File: src/rtl/prog_loader.sv
`default_nettype none
// ============================================================================
//  Module   : prog_loader
//  Brief    : Instruction-memory programming controller. Streams an image
//             into one or more cores' instruction memories, optionally reads
//             it back against a running checksum, then releases the cores.
//  Revision : 1.0 - initial release
// ============================================================================
module prog_loader #(
    parameter int DATA_SIZE  = 32,
    parameter int ADRS_WIDTH = 11,
    parameter int NUM_CORES  = 2,
    parameter int VERIFY_EN  = 1,
    parameter int CW         = (NUM_CORES > 1) ? $clog2(NUM_CORES) : 1
) (
    input  logic                  sys_clk,
    input  logic                  resetn,
    input  logic                  start,
    input  logic [ADRS_WIDTH-1:0] base_adrs,
    input  logic [NUM_CORES-1:0]  core_mask,
    input  logic                  s_valid,
    input  logic [DATA_SIZE-1:0]  s_data,
    input  logic                  s_last,
    output logic                  s_ready,
    output logic [NUM_CORES-1:0]  w_enable,
    output logic [ADRS_WIDTH-1:0] w_adrs,
    output logic [DATA_SIZE-1:0]  w_instruction,
    output logic [CW-1:0]         rd_core,
    output logic [ADRS_WIDTH-1:0] rd_adrs,
    input  logic [DATA_SIZE-1:0]  rd_data,
    output logic                  cpu_en,
    output logic                  busy,
    output logic                  done,
    output logic [1:0]            err,
    output logic [ADRS_WIDTH:0]   word_count
);

    localparam logic [2:0] c_st_idle   = 3'd0;
    localparam logic [2:0] c_st_load   = 3'd1;
    localparam logic [2:0] c_st_drain  = 3'd2;
    localparam logic [2:0] c_st_verify = 3'd3;
    localparam logic [2:0] c_st_check  = 3'd4;
    localparam logic [2:0] c_st_run    = 3'd5;
    localparam logic [2:0] c_st_error  = 3'd6;

    localparam logic [1:0] c_err_none  = 2'b00;
    localparam logic [1:0] c_err_sum   = 2'b01;
    localparam logic [1:0] c_err_ovf   = 2'b10;

    // Word count at which the memory is completely filled.
    localparam logic [ADRS_WIDTH:0]   c_full     = {1'b1, {ADRS_WIDTH{1'b0}}};
    localparam logic [ADRS_WIDTH:0]   c_cnt_one  = 1;
    localparam logic [ADRS_WIDTH-1:0] c_adrs_one = 1;

    logic [2:0]            r_state;
    logic [ADRS_WIDTH-1:0] r_base;
    logic [NUM_CORES-1:0]  r_mask;
    logic [ADRS_WIDTH:0]   r_word_count;
    logic [ADRS_WIDTH:0]   r_vcnt;
    logic [DATA_SIZE-1:0]  r_sum_wr;
    logic [DATA_SIZE-1:0]  r_sum_rd;
    logic                  r_s_ready;
    logic [NUM_CORES-1:0]  r_w_enable;
    logic [ADRS_WIDTH-1:0] r_w_adrs;
    logic [DATA_SIZE-1:0]  r_w_instruction;
    logic [CW-1:0]         r_rd_core;
    logic [ADRS_WIDTH-1:0] r_rd_adrs;
    logic                  r_cpu_en;
    logic                  r_busy;
    logic                  r_done;
    logic [1:0]            r_err;

    logic [CW-1:0]         w_low_core;
    logic [ADRS_WIDTH-1:0] w_wr_adrs;
    logic                  w_beat;

    // Verify reads from the lowest-numbered selected core; all selected
    // cores received identical writes, so one is representative.
    always_comb begin
        w_low_core = '0;
        for (int i = NUM_CORES - 1; i >= 0; i--) begin
            if (r_mask[i]) w_low_core = CW'(i);
        end
    end

    // Write address wraps naturally through the ADRS_WIDTH-bit adder.
    assign w_wr_adrs = r_base + r_word_count[ADRS_WIDTH-1:0];
    assign w_beat    = s_valid & r_s_ready;

    // Controller state machine with all outputs registered.
    always_ff @(posedge sys_clk or negedge resetn) begin
        if (!resetn) begin
            r_state         <= c_st_idle;
            r_base          <= '0;
            r_mask          <= '0;
            r_word_count    <= '0;
            r_vcnt          <= '0;
            r_sum_wr        <= '0;
            r_sum_rd        <= '0;
            r_s_ready       <= 1'b0;
            r_w_enable      <= '0;
            r_w_adrs        <= '0;
            r_w_instruction <= '0;
            r_rd_core       <= '0;
            r_rd_adrs       <= '0;
            r_cpu_en        <= 1'b0;
            r_busy          <= 1'b0;
            r_done          <= 1'b0;
            r_err           <= c_err_none;
        end else begin
            r_w_enable <= '0;
            r_done     <= 1'b0;
            case (r_state)
                c_st_idle, c_st_run, c_st_error: begin
                    if (start && (core_mask != '0)) begin
                        r_base       <= base_adrs;
                        r_mask       <= core_mask;
                        r_word_count <= '0;
                        r_sum_wr     <= '0;
                        r_sum_rd     <= '0;
                        r_err        <= c_err_none;
                        r_cpu_en     <= 1'b0;
                        r_s_ready    <= 1'b1;
                        r_busy       <= 1'b1;
                        r_state      <= c_st_load;
                    end
                end
                c_st_load: begin
                    if (w_beat) begin
                        if (r_word_count == c_full) begin
                            // Memory already full: drop the beat and abort.
                            r_err     <= c_err_ovf;
                            r_s_ready <= 1'b0;
                            r_busy    <= 1'b0;
                            r_state   <= c_st_error;
                        end else begin
                            r_w_enable      <= r_mask;
                            r_w_adrs        <= w_wr_adrs;
                            r_w_instruction <= s_data;
                            r_word_count    <= r_word_count + c_cnt_one;
                            r_sum_wr        <= r_sum_wr + s_data;
                            if (s_last) begin
                                r_s_ready <= 1'b0;
                                r_state   <= c_st_drain;
                            end
                        end
                    end
                end
                c_st_drain: begin
                    if (VERIFY_EN != 0) begin
                        r_rd_core <= w_low_core;
                        r_rd_adrs <= r_base;
                        r_vcnt    <= '0;
                        r_state   <= c_st_verify;
                    end else begin
                        r_cpu_en <= 1'b1;
                        r_done   <= 1'b1;
                        r_busy   <= 1'b0;
                        r_state  <= c_st_run;
                    end
                end
                c_st_verify: begin
                    // Read data lags the address by one cycle, so the first
                    // verify cycle has nothing to accumulate.
                    if (r_vcnt != '0) r_sum_rd <= r_sum_rd + rd_data;
                    if (r_vcnt == r_word_count) begin
                        r_state <= c_st_check;
                    end else begin
                        r_vcnt <= r_vcnt + c_cnt_one;
                        if ((r_vcnt + c_cnt_one) < r_word_count) begin
                            r_rd_adrs <= r_rd_adrs + c_adrs_one;
                        end
                    end
                end
                c_st_check: begin
                    r_busy <= 1'b0;
                    if (r_sum_rd == r_sum_wr) begin
                        r_cpu_en <= 1'b1;
                        r_done   <= 1'b1;
                        r_state  <= c_st_run;
                    end else begin
                        r_err   <= c_err_sum;
                        r_state <= c_st_error;
                    end
                end
                default: begin
                    r_s_ready <= 1'b0;
                    r_busy    <= 1'b0;
                    r_cpu_en  <= 1'b0;
                    r_state   <= c_st_idle;
                end
            endcase
        end
    end

    assign s_ready       = r_s_ready;
    assign w_enable      = r_w_enable;
    assign w_adrs        = r_w_adrs;
    assign w_instruction = r_w_instruction;
    assign rd_core       = r_rd_core;
    assign rd_adrs       = r_rd_adrs;
    assign cpu_en        = r_cpu_en;
    assign busy          = r_busy;
    assign done          = r_done;
    assign err           = r_err;
    assign word_count    = r_word_count;

endmodule
`default_nettype wire

File: config.mk
export PLATFORM = sky130hd
export DESIGN_NAME = prog_loader
export DESIGN_NICKNAME = d
export VERILOG_FILES = /design/src/rtl/prog_loader.sv
export SDC_FILE = /design/constraint.sdc
export NUM_CORES = 1
export LEC_CHECK = 0
export CAP_MARGIN = 0
export CORE_MARGIN = 8
export CORE_UTILIZATION = 55
export DETAILED_ROUTE_END_ITERATION = 7
export DONT_BUFFER_PORTS = 1
export GPL_TIMING_DRIVEN = 1
export PLACE_DENSITY = 0.7
export RECOVER_POWER = 25
export SYNTH_ARGS = -nofsm -noshare
export SYNTH_HDL_FRONTEND = slang
export SYNTH_SLANG_ARGS = --single-unit
File: constraint.sdc
create_clock -name sys_clk -period 3.68 [get_ports sys_clk]
set_input_delay 0.368 -clock sys_clk [delete_from_list [all_inputs] [get_ports sys_clk]]
set_output_delay 0.368 -clock sys_clk [all_outputs]
set_load 0.005 [all_outputs]
# Yosys cells after proc, flatten, opt, wreduce, memory -nomap -nowiden
# Index checks and enable logic that the tools add are counted.
# totals
register_bits	167
in_bits	82
out_inout_bits	75
elab_cells	117
# classes
n_addsub	6
magnitude_cmp	1
n_eq_ne	20
n_mux	45
bitwise	5
n_reduce_logical	23
# op_table
cell	count
32-bit 2-to-1 mux	4
32-bit case mux with 2 select lines	2
32-bit adder	2
12-bit 2-to-1 mux	4
12-bit case mux with 2 select lines	2
32-bit == test	1
12-bit by 1-bit adder with 12-bit output, second input constant	2
11-bit 2-to-1 mux	2
11-bit case mux with 2 select lines	1
2-bit != test, second input constant	10
2-bit 2-to-1 mux	8
4-bit AND reduction	4
3-bit 2-to-1 mux	5
3-bit case mux with 5 select lines	1
12-bit == test	1
12-bit == test, second input constant	1
12-bit < comparator	1
1-bit 2-to-1 mux	12
3-bit AND reduction	4
12-bit nonzero test	1
11-bit by 1-bit adder with 11-bit output, second input constant	1
11-bit adder	1
3-bit == test, second input constant	3
1-bit case mux with 3 select lines	3
other kinds (14)	24

# Longest topological paths before layout
# logic_depth
ltp_word	5
mapped_depth	14
depth_no_buf	13

# Worst setup path before layout
# No wires, ideal clock.
# synth_timing
path_type	reg-to-reg
from	register r_vcnt[2]
to	register r_rd_adrs[0] (netlist: rd_adrs[0])
arrival_ns	2.813
t_required_ns	3.542
path_slack_ns	0.729
path_stages_with_launch	14
period_less_slack_ns	2.951
cell_sequence	dfrtp_1 -> clkbuf_1 -> and3_1 -> clkbuf_1 -> nand3_1 -> xnor2_1 -> ha_1 -> a21o_1 -> a21o_1 -> a211oi_1 -> nor2_1 -> o41ai_2 -> clkbuf_1 -> a31oi_1
# synth_via
elab_chain_len	4
elab_cells_between_ends	6
cone_classes	1 x add/sub; 1 x order compare; 3 x eq/ne; 1 x reduce/logical
# synth_lines
element	line	source
start, declared	59	logic [ADRS_WIDTH:0] r_vcnt;
start signal, assigned	169	r_vcnt <= r_vcnt + c_cnt_one;
12-bit by 1-bit adder with 12-bit output	170	if ((r_vcnt + c_cnt_one) < r_word_count) begin
12-bit < comparator	170	
2-bit != test (no source line)	-	
3-bit AND reduction (no source line) (*)	-	
end signal, assigned	152	r_rd_adrs <= r_base;
end signal, assigned	171	r_rd_adrs <= r_rd_adrs + c_adrs_one;
end, declared	67	logic [ADRS_WIDTH-1:0] r_rd_adrs;
# Every way passes the cells marked *; elsewhere a longest branch is shown, timed or not.
# A chain may end at the register's enable or synchronous reset.

# Worst setup path after layout
# layout_timing
from	register r_sum_rd[1]
to	register r_sum_rd[29]
# layout_via
elab_chain_len	3
# layout_lines
element	line	source
start, declared	61	logic [DATA_SIZE-1:0] r_sum_rd;
start signal, assigned	165	if (r_vcnt != '0) r_sum_rd <= r_sum_rd + rd_data;
32-bit adder	165	
32-bit 2-to-1 mux	165	
32-bit case mux with 2 select lines	113	case (r_state)
# Every way passes these cells. The select of a mux whose other input is x is not followed.

==> metrics list <==
* Per-instance average area after synthesis: 8.86 um2
- Most repeated cell in the gate-level netlist after synthesis: nand2_1
* Part of the cycle the worst path needs: 85.2%
* Post-synthesis simple-gate area fraction: ~17%
- For this run, the post-layout net count is 1,397.
* Vias per Instance: 5.99
- Required @ worst endpoint: 4.02 ns
- Fraction of post-synthesis cell area in the top cell type by area: 37.9%
- Routability-driven placement finished with a final weighted congestion of around 0.93.
* Synthesized netlist cell count: 1,246
* Max_cap viols: 0
* Clock buffers created by TritonCTS: 17
- Measured on the finished design, the core utilization comes to 59.3%.
* Clock tree from TritonCTS: yes
- Synthesized-area fraction occupied by ao, oa, aoi and oai cells: 20.7%
* Root Buffer Master: clkbuf_16
- Commonest cells in the synthesized netlist: nand2_1, dfrtp_1, o21ai_0
* Total count of hold-check failures in the final report: 167
* Horizontal die dimension: 158 um
- The first detailed-routing pass ran for 5 iterations.
- DIE AREA: between 20,000 and 25,000 um2
* Maximum ir drop on the vdd rail: 0.492 mV
- Compared with the post-synthesis result, the final layout area differs by 7.36%.
- After detailed placement, the design holds a cell count of approximately 1,500.
- Timing analysis after detailed placement gives a worst setup slack of approximately 0.55 ns.
* Failing checks: hold timing
- Htree depth: 4
* Vias in the first global route: 8,971
- Number of buffers inserted by port buffering: 0
- Vert. Die Dim: 158 um
* Min cycle time layout: 3.14 ns
- Based on the critical path, the design can be clocked at up to 319 MHz.
- Status: finished with violations
- In this run the remaining antenna-violating nets after routing total 0.
* Antenna violations before repair: 1
- In the final routed layout, each cell accounts on average for 19.6 um.
- Number of storage elements in the synthesis netlist: 167
* Overall Global Routing Usage: 24.1%
* Cell type with the highest aggregate area in the netlist: dfrtp_1
* Worst-case setup margin in the final layout: 0.543 ns
- In this run the static leakage power is 5.73 nW.
* Power Total: 10.2 mW
* Power per cell area: 858 nW/um2
- The worst register-to-register path has a setup slack of 0.54 ns.
- The number of gates resized after CTS was 0.
- The post-route netlist has between 5 and 6% of its cells at a drive strength greater than 1.
* Mapped Nets: ~1,400
- At the pin with the least slew margin, the transition time is 0.882 ns.
* Slew Limit Headroom: 41.1%
* First-pass GRT wire length: 47,200 um
* Max Fanout on Critical Path: 4
* Async set or reset register ratio after synthesis: 100%
* IO Pins: 157
- Detailed-route wire length: about 30,000 um
- Setup repair after global routing left no endpoint under its margin.
- Final total negative setup slack: 0 ns
* Initial DRC count: 615
- The netlist uses 70 different library cells.
- The final max-slew violation count was 0.
- CTS saw 167 sinks.
- The worst setup path is captured at a flip-flop.
- Number of standard cells in the layout, taps in and fillers out: 1,507
- The portion of synthesized area spent on multiplexers is 1.42%.
* Total overflow reported by the global router: 0
- The worst hold path belongs to the class in2async.
- Most frequently used flop master after synthesis: dfrtp_1
- Summing the sequential cell areas from Yosys gives 37.9% of the chip area.
- The HPWL after detailed placement is 22,100 um.
- By area, the combinational part of the netlist is dominated by compound AO/OA/AOI/OAI gates.
* Post-Synth Adder-Cell Area: a little over a tenth
- Sorting the synthesized cells by area gives the leading types as dfrtp_1, ha_1, nand2_1.
* Startpoint kind of the worst setup timing path: flip-flop
- After Yosys synthesis, XOR and XNOR cells account for 9.36% of the synthesized area.
- The tightest hold path in the finished design has a slack of -0.375 ns.
* # setup viols final: 0
* Clock Skews: roughly 0.013 ns
- Effective utilization at floorplan: between 50% and 60%
- Summing every instance area after synthesis gives 11,000 um2.
* Worst-path clk slew: roughly 0.070 ns
* Maximum root-to-sink buffer count: 2
- At the later pin of the worst-skew pair, clock insertion delay measures 0.44 ns.
* Count of flip-flops with a built-in enable after synthesis: 0
- For this run, design rule violations remaining after detail routing come to 0.
* Critical path start-end classification: reg2reg
- Entering global routing, the biggest net connects 168 pins.
- At the worst endpoint, the arrival time is 3.48 ns.
- Number of standard-cell rows in the floorplan: between 50 and 60
* Synthesis warning total: 0
- In this run the standard cell core region covers around 20,000 um2.
- Number of vias in the routed layout: 9,032
critical path: stages, from the launching register on:
cell and delay [ns]:
dfrtp_1 0.44, ha_1 0.31, a211oi_1 0.31, o21ai_0 0.21, nand4_1 0.20, a21oi_1 0.08, o41ai_1 0.53, nand2b_1 0.16
a31oi_1 0.28, o21ai_0 0.17, xnor2_1 0.16, o31ai_1 0.19
per-layer routing:
layer | up-vias | share of wire, % | routed length, um | GRT usage [%]
li1 | 4393 | - | - | -
met1 | 4327 | 40 | 11700 | 27.8
met2 | 264 | 49 | 14600 | 41.6
met3 | 48 | 7.9 | 2330 | 7.10
met4 | 0 | 3.2 | 946 | 9.16
met5 | - | 0 | 0 | 0
through the flow:
stage	hold WS [ns]	instance area, um2
2_1_floorplan	0.0724	11000
5_1_grt	-0.395	11900
4_1_cts	-0.388	11800
3_5_place_dp	0.0818	11300
3_3_place_gp	0.0794	11300
6_report	-0.375	11900
final timing paths:
path / from / cells after the start / endpoint
max: r_sum_rd[1] / 11 / r_sum_rd[29]
min: resetn / 0 / r_sum_wr[20]
max reg2reg: r_sum_rd[1] / 11 / r_sum_rd[29]
min reg2reg: w_instruction[5] / 2 / w_instruction[5]
max in group asynchronous: resetn / 0 / w_adrs[3]
min in group sys_clk: s_data[23] / 2 / w_instruction[23]
cells by family (layout without fill, tap and decap cells):
logic type               count (synthesis)  in the layout
flip-flops                             167            167
multiplexers                            14             14
other                                    0              1
AO/OA/AOI/OAI                          356            356
buffers and inverters                   92             82
AND/OR/NAND/NOR                        407            407
adder cells (fa/ha/maj)                 92             92
XOR/XNOR                               118            118
registers in the layout (all words and copies together), names as in the netlist, 2 cells and up:
| name | flops |
|---|---|
| r_sum_rd | 32 |
| r_sum_wr | 32 |
| w_instruction | 32 |
| r_vcnt | 12 |
| word_count | 12 |
| r_base | 11 |
| rd_adrs | 11 |
| w_adrs | 11 |
| r_state | 3 |
| err | 2 |
| r_mask | 2 |
| w_enable | 2 |
layout make-up:
| type | instances | area [um2] |
|---|---|---|
| diodes | 1 | 2.50 |
| inverters | 38 | 143 |
| clock buffers | 19 | 453 |
| well taps | 270 | 338 |
| fillers | 1788 | 8120 |
| clock inverters | 13 | 119 |
| flip-flops and latches | 167 | 4180 |
| multi-input cells | 987 | 6520 |
| repair buffers | 12 | 103 |
repair_timing:
action	4_1_cts	5_1_grt
setup endpoints to repair	0	0
setup buffers	0	0
hold endpoints to repair	167	167
where the power goes:
part | internal [mW] | switching, mW
clock | 0.973 | 0.797
combinational | 2.11 | 2.86
sequential | 2.54 | 0.895
cell usage in the layout (no fill, tap or decap), drive strengths merged, types with 13 or more instances in the layout:
master	synthesis	routed
a22o	24	24
a21oi	72	72
o21ai	125	125
nand4	25	25
xnor2	73	73
and3	19	19
dfrtp	167	167
o31ai	15	15
nand2	222	222
nor2	47	47
clkbuf	45	19
nand3	30	30
a31oi	19	19
xor2	45	45
mux2	13	13
a21o	44	44
nor2b	14	14
inv	38	42
ha	89	89
No activity file was read; power rests on OpenSTA's default activity.
